`config.mk`:
```
export PLATFORM = sky130hd
export DESIGN_NAME = apb_master_arb
export DESIGN_NICKNAME = d
export VERILOG_FILES = /design/src/rtl/apb_ctrl_pkg.sv /design/src/rtl/rr_arbiter.sv /design/src/rtl/apb_master_arb.sv
export SDC_FILE = /design/constraint.sdc
export NUM_CORES = 1
export LEC_CHECK = 0
export ABC_AREA = 1
export CAP_MARGIN = 0
export CORE_MARGIN = 2
export CORE_UTILIZATION = 42
export DETAILED_ROUTE_END_ITERATION = 10
export PLACE_DENSITY = 0.91
export SYNTH_ARGS = -nofsm -noshare
export SYNTH_HDL_FRONTEND = slang
export SYNTH_HIERARCHICAL = 1
export SYNTH_SLANG_ARGS = --single-unit
export TNS_END_PERCENT = 20
```
`constraint.sdc`:
```
create_clock -name pclk -period 6.6 [get_ports pclk]
set_input_delay 1.32 -clock pclk [delete_from_list [all_inputs] [get_ports pclk]]
set_output_delay 1.32 -clock pclk [all_outputs]
set_load 0.02 [all_outputs]
```
`src/rtl/apb_ctrl_pkg.sv`:
```
// Shared types and default widths for the APB master arbiter.
package apb_ctrl_pkg;
  typedef enum logic [1:0] {
    APB_IDLE   = 2'd0,
    APB_SETUP  = 2'd1,
    APB_ACCESS = 2'd2
  } apb_state_e;

  localparam int APB_ADDR_W = 16;
  localparam int APB_DATA_W = 32;
endpackage

```
`src/rtl/rr_arbiter.sv`:
```
// Combinational round-robin picker: first request at or after ptr, wrapping.
module rr_arbiter #(
  parameter int N     = 2,
  parameter int PTR_W = (N > 1) ? $clog2(N) : 1
) (
  input  logic [N-1:0]     req,
  input  logic [PTR_W-1:0] ptr,
  input  logic             en,
  output logic [N-1:0]     grant,
  output logic [PTR_W-1:0] grant_idx
);
  logic found;

  // Two passes: upper segment [ptr..N-1] first, then the wrapped lower segment.
  always_comb begin
    grant     = '0;
    grant_idx = '0;
    found     = 1'b0;
    for (int i = 0; i < N; i++) begin
      if (en && !found && req[i] && (i >= int'(ptr))) begin
        grant[i]  = 1'b1;
        grant_idx = PTR_W'(i);
        found     = 1'b1;
      end
    end
    for (int i = 0; i < N; i++) begin
      if (en && !found && req[i] && (i < int'(ptr))) begin
        grant[i]  = 1'b1;
        grant_idx = PTR_W'(i);
        found     = 1'b1;
      end
    end
  end
endmodule

```
`src/rtl/apb_master_arb.sv`:
```
// Shares one APB master port between NUM_REQ requesters with round-robin
// arbitration, SETUP/ACCESS sequencing and a pready timeout.
//
//   state      | meaning
//   APB_IDLE   | no transfer; arbitrate every cycle
//   APB_SETUP  | psel=1 penable=0, one cycle
//   APB_ACCESS | psel=1 penable=1 until pready or timeout; re-arbitrate on exit
module apb_master_arb
  import apb_ctrl_pkg::*;
#(
  parameter int NUM_REQ = 2,
  parameter int ADDR_W  = APB_ADDR_W,
  parameter int DATA_W  = APB_DATA_W,
  parameter int TIMEOUT = 16
) (
  input  logic                      pclk,
  input  logic                      preset_n,
  input  logic [NUM_REQ-1:0]        req_valid,
  output logic [NUM_REQ-1:0]        req_ready,
  input  logic [NUM_REQ-1:0]        req_write,
  input  logic [NUM_REQ*ADDR_W-1:0] req_addr,
  input  logic [NUM_REQ*DATA_W-1:0] req_wdata,
  output logic [NUM_REQ-1:0]        rsp_valid,
  output logic [DATA_W-1:0]         rsp_rdata,
  output logic                      rsp_err,
  output logic                      busy,
  output logic                      psel,
  output logic                      penable,
  output logic                      pwrite,
  output logic [ADDR_W-1:0]         paddr,
  output logic [DATA_W-1:0]         pwdata,
  input  logic [DATA_W-1:0]         prdata,
  input  logic                      pready,
  input  logic                      pslverr
);
  localparam int PTR_W = (NUM_REQ > 1) ? $clog2(NUM_REQ) : 1;
  localparam int CNT_W = (TIMEOUT > 0) ? $clog2(TIMEOUT + 1) : 1;
  localparam logic [CNT_W-1:0] TMO_LAST = CNT_W'(TIMEOUT - 1);
  localparam logic [PTR_W-1:0] PTR_LAST = PTR_W'(NUM_REQ - 1);

  apb_state_e         state, state_nxt;
  logic [PTR_W-1:0]   rr_ptr, grant_idx, cmd_idx;
  logic [NUM_REQ-1:0] grant;
  logic [CNT_W-1:0]   tmo_cnt;
  logic               tmo_hit, xfer_done, arb_en;
  logic               sel_write;
  logic [ADDR_W-1:0]  sel_addr;
  logic [DATA_W-1:0]  sel_wdata;

  // pready on the expiry cycle takes precedence over the timeout.
  assign tmo_hit   = (TIMEOUT != 0) && (state == APB_ACCESS) && !pready && (tmo_cnt == TMO_LAST);
  assign xfer_done = (state == APB_ACCESS) && (pready || tmo_hit);
  assign arb_en    = (state == APB_IDLE) || xfer_done;
  assign req_ready = grant;
  assign busy      = (state != APB_IDLE);

  rr_arbiter #(.N(NUM_REQ), .PTR_W(PTR_W)) u_arb (
    .req       (req_valid),
    .ptr       (rr_ptr),
    .en        (arb_en),
    .grant     (grant),
    .grant_idx (grant_idx)
  );

  always_comb begin
    sel_write = 1'b0;
    sel_addr  = '0;
    sel_wdata = '0;
    for (int i = 0; i < NUM_REQ; i++) begin
      if (grant[i]) begin
        sel_write = req_write[i];
        sel_addr  = req_addr[i*ADDR_W +: ADDR_W];
        sel_wdata = req_wdata[i*DATA_W +: DATA_W];
      end
    end
  end

  always_comb begin
    state_nxt = state;
    case (state)
      APB_IDLE:   if (|grant) state_nxt = APB_SETUP;
      APB_SETUP:  state_nxt = APB_ACCESS;
      APB_ACCESS: if (xfer_done) state_nxt = (|grant) ? APB_SETUP : APB_IDLE;
      default:    state_nxt = APB_IDLE;
    endcase
  end

  // paddr/pwrite/pwdata double as the registered command.
  always_ff @(posedge pclk or negedge preset_n) begin
    if (!preset_n) begin
      state   <= APB_IDLE;
      rr_ptr  <= '0;
      tmo_cnt <= '0;
      cmd_idx <= '0;
      psel    <= 1'b0;
      penable <= 1'b0;
      pwrite  <= 1'b0;
      paddr   <= '0;
      pwdata  <= '0;
    end else begin
      state   <= state_nxt;
      psel    <= (state_nxt != APB_IDLE);
      penable <= (state_nxt == APB_ACCESS);
      tmo_cnt <= ((state == APB_ACCESS) && !pready) ? tmo_cnt + CNT_W'(1) : '0;
      if (|grant) begin
        cmd_idx <= grant_idx;
        pwrite  <= sel_write;
        paddr   <= sel_addr;
        pwdata  <= sel_wdata;
        rr_ptr  <= (grant_idx == PTR_LAST) ? '0 : grant_idx + PTR_W'(1);
      end
    end
  end

  always_ff @(posedge pclk or negedge preset_n) begin
    if (!preset_n) begin
      rsp_valid <= '0;
      rsp_rdata <= '0;
      rsp_err   <= 1'b0;
    end else begin
      rsp_valid <= '0;
      rsp_rdata <= '0;
      rsp_err   <= 1'b0;
      if (xfer_done) begin
        for (int i = 0; i < NUM_REQ; i++) rsp_valid[i] <= (cmd_idx == PTR_W'(i));
        rsp_rdata <= (pwrite || tmo_hit) ? '0 : prdata;
        rsp_err   <= tmo_hit || pslverr;
      end
    end
  end
endmodule

```
==> run_results.csv <==
group,metric,value,unit
run_status,status,"complete, no violations",
timing,tightestPinTransition,1.08,ns
global_route,grt_start_max_net_pins,60,
clock_tree,clk_latency,0.34,ns
yosys,synth_most_common_cell,"nand3_1",
timing,rsz0062_at_grt,"no",
min_path,hold_depth,1,
power_and_ir_drop,pwr-share-clk,0.144,
power_and_ir_drop,p_switching,1060,uW
clock_tree,cts_htree_levels,3,
yosys,synth_seq_cells,95,
global_route,grt_pass1_vias,4020,
floorplanning,rows,35,
power_and_ir_drop,sw_frac_of_total,0.420,
setup_path,crit_slowest_cell,"clkdlybuf4s50_1",
yosys,ys_top_cells_by_count,"nand3_1, nand2_1, dfrtp_1",
layout,area_growth,60.6,%
floorplanning,core,9240,um2
routing,postRouteAntennaNets,0,
global_route,grtUsageTotal,0.235,
layout,drive_gt1_frac,0.0457,
layout,fin_nets,790,
yosys,syn_nets,581,
floorplanning,start_util,0.433,
setup_path,rr_worst_depth,10,
routing,vias,3946,
layout,fillerInstances,711,
timing,period_minus_slack,4.44,ns
clock_tree,ctsLongestPathBuffers,2,
yosys,synthArstFlopShare,1.00,
yosys,synth_area_leaders,"dfrtp_1, nand3_1, nand2_1, nor2_1, buf_6",
floorplanning,chipHeight,102,um
setup_path,cp.required,5.28,ns
timing,fin_hold_ws,0.454,ns
placed_design,hpwl,9050,um
yosys,syn_avg_cell_area,9.04,um2
setup_path,rr_endpoint,"rr_ptr",
yosys,yosys_warnings,6,
setup_path,worstReg2RegStart,"state[0]",
placed_design,io_buffer_count,224,
timing,drv_slew,0,
routing,routedWlPerCell,15.8,um
routing,wl,12400,um
placed_design,dp.cells,770,
routing,drc,0,
power_and_ir_drop,comb_power_share,0.506,
clock_tree,cts_tree,"yes",
yosys,yosys_most_used_dff,"dfrtp_1",
timing,hold_violations,0,
timing,fmax,0.225,GHz
layout,n_antenna_cell,0,
setup_path,cp_common_cell,"nand2_1",
layout,stdcell_count,786,
job,cap_violations,0,
global_route,grt_first_pass_wirelength,19000,um
floorplanning,ioPinCount,225,
yosys,netlist_instances,443,
timing,final.setup_skew,0.0156,ns
min_path,hold_path_class,"reg2reg",
setup_path,start_kind,"input pin",
clock_tree,cts_hold_buf,0,
clock_tree,root_buffer,"clkbuf_8",
clock_tree,cts_resized,0,
yosys,yosys.area.top_type,"dfrtp_1",
floorplanning,die_width,102,um
global_route,grt-ovfl-total,0,
floorplanning,dieArea,10300,um2
clock_tree,cts_inserted_buffers,9,
routing,drt-initial-drc-count,143,
timing,relSlewSlack,0.276,
yosys,synth_top_cell_area_share,0.594,
timing,fin_setup_tns,0,ns
placed_design,gp_congestion,0.789,
setup_path,rrSetupSlack,3.19,ns
yosys,synth-edff-count,0,
min_path,holdCritStartpoint,"cmd_idx",
timing,finalCritPeriodShare,0.673,
clock_tree,clkSinkCount,95,
setup_path,cp_max_fo,5,
setup_path,setup.worst_path.end_class,"output pin",
power_and_ir_drop,p_leak,0.00286,uW
yosys,synth_cell_type_count,20,
routing,avgViaCountPerCell,5.02,
power_and_ir_drop,p_int,1460,uW
min_path,hold_end,"rsp_valid[0]",
power_and_ir_drop,ir_drop,0.301,mV
yosys,netlist_area,4000,um2
yosys,ys_seq_area_frac,0.594,
power_and_ir_drop,power_density,393,nW/um2
setup_path,max_stage_delay,0.62,ns
power_and_ir_drop,p_total,2520,uW
global_route,grt_antenna_before_repair,0,
clock_tree,cts_setup_buffers,0,
layout,final_util,0.696,
setup_path,worst_ep_arrival_time,3.12,ns
clock_tree,clkTransAtPathRegs,0.09,ns
setup_path,path_cells,"clkdlybuf4s50_1 -> inv_1 -> nand2_1 -> nand2_1 -> nand2_1 -> nand2_1 -> a21oi_4 -> clkdlybuf4s50_1",
setup_path,critPathKind,"in2out",
timing,setup_viol,0,
power_and_ir_drop,pwr-share-seq,0.351,
routing,drt_pre_antenna_iters,5,
## flip-flops by register name, summed over array words and instances, names as in the netlist, 2 cells and up
name and count:
paddr 16, pwdata 32, rsp_rdata 32, rsp_valid 2, state 2, tmo_cnt 5
## kinds of logic after synthesis
family / count (synthesis) / synth area share
fa+ha+maj: 2 / 0.00625
compound gates: 7 / 0.0100
flops: 95 / 0.594
buf+inv: 47 / 0.0700
simple gates: 292 / 0.320
## cell usage in the layout, fill, tap and decap left out
cell	count
a21oi_1	1
a21oi_4	2
buf_4	5
clkbuf_8	9
clkdlybuf4s50_1	223
clkinv_4	2
clkinvlp_4	2
dfrtp_1	95
ha_1	2
inv_1	14
inv_2	3
inv_6	1
inv_8	2
nand2_1	113
nand2_2	2
nand3_1	128
nand4_1	1
nor2_1	45
nor2_4	2
nor3_1	1
o211ai_1	1
o21a_1	1
o21ai_0	1
o21ai_1	1
## worst max path at each step
stage          startpoint  slack (ns)           end  cells past startpoint
2_1_floorplan      pready        2.93  req_ready[0]                      6
3_3_place_gp       pready        2.21  req_ready[1]                      8
3_5_place_dp       pready        2.17  req_ready[1]                      8
4_1_cts            pready        2.16  req_ready[1]                      8
5_1_grt            pready        2.03  req_ready[1]                      8
6_report           pready        2.16  req_ready[1]                      8
## final cells by class
cell class / count / area (um2) / share of cell area
Sequential cell: 95 / 2380 / 0.370
Multi-Input combinational cell: 301 / 1370 / 0.213
Inverter: 17 / 63.8 / 0.00993
Timing Repair Buffer: 228 / 2270 / 0.353
Clock buffer: 9 / 124 / 0.0193
Tap cell: 129 / 161 / 0.0251
Clock inverter: 7 / 63.8 / 0.00993
## stage by stage
step	setup WS, ns	cell area, um2
final	2.16	6430
after global routing	2.03	6430
after CTS	2.16	6430
after detailed placement	2.17	6240
after global placement	2.21	6240
after floorplan	2.93	4000
## critical path: cells and delay by family
| family | cells | cell delay (ns) |
|---|---|---|
| AOI/OAI and AO/OA | 1 | 0.13 |
| and+or+nand+nor | 4 | 0.53 |
| buffers and inverters | 3 | 1.15 |
## power by group through the flow
stage	clock network (uW)	logic, uW	registers (uW)
6_report	363	1280	885
5_1_grt	397	1380	904
4_1_cts	376	1290	885
3_5_place_dp	0	1290	894
3_3_place_gp	0	1260	883
2_1_floorplan	0	503	1110
## metal layers
layer,vias to the layer above,track usage,wire length [um]
met1,1887,0.261,4560
met2,173,0.423,6420
met5,-,0,0
li1,1852,-,-
met4,0,0.112,469
met3,34,0.0538,937
No activity file was read; power rests on OpenSTA's default activity.
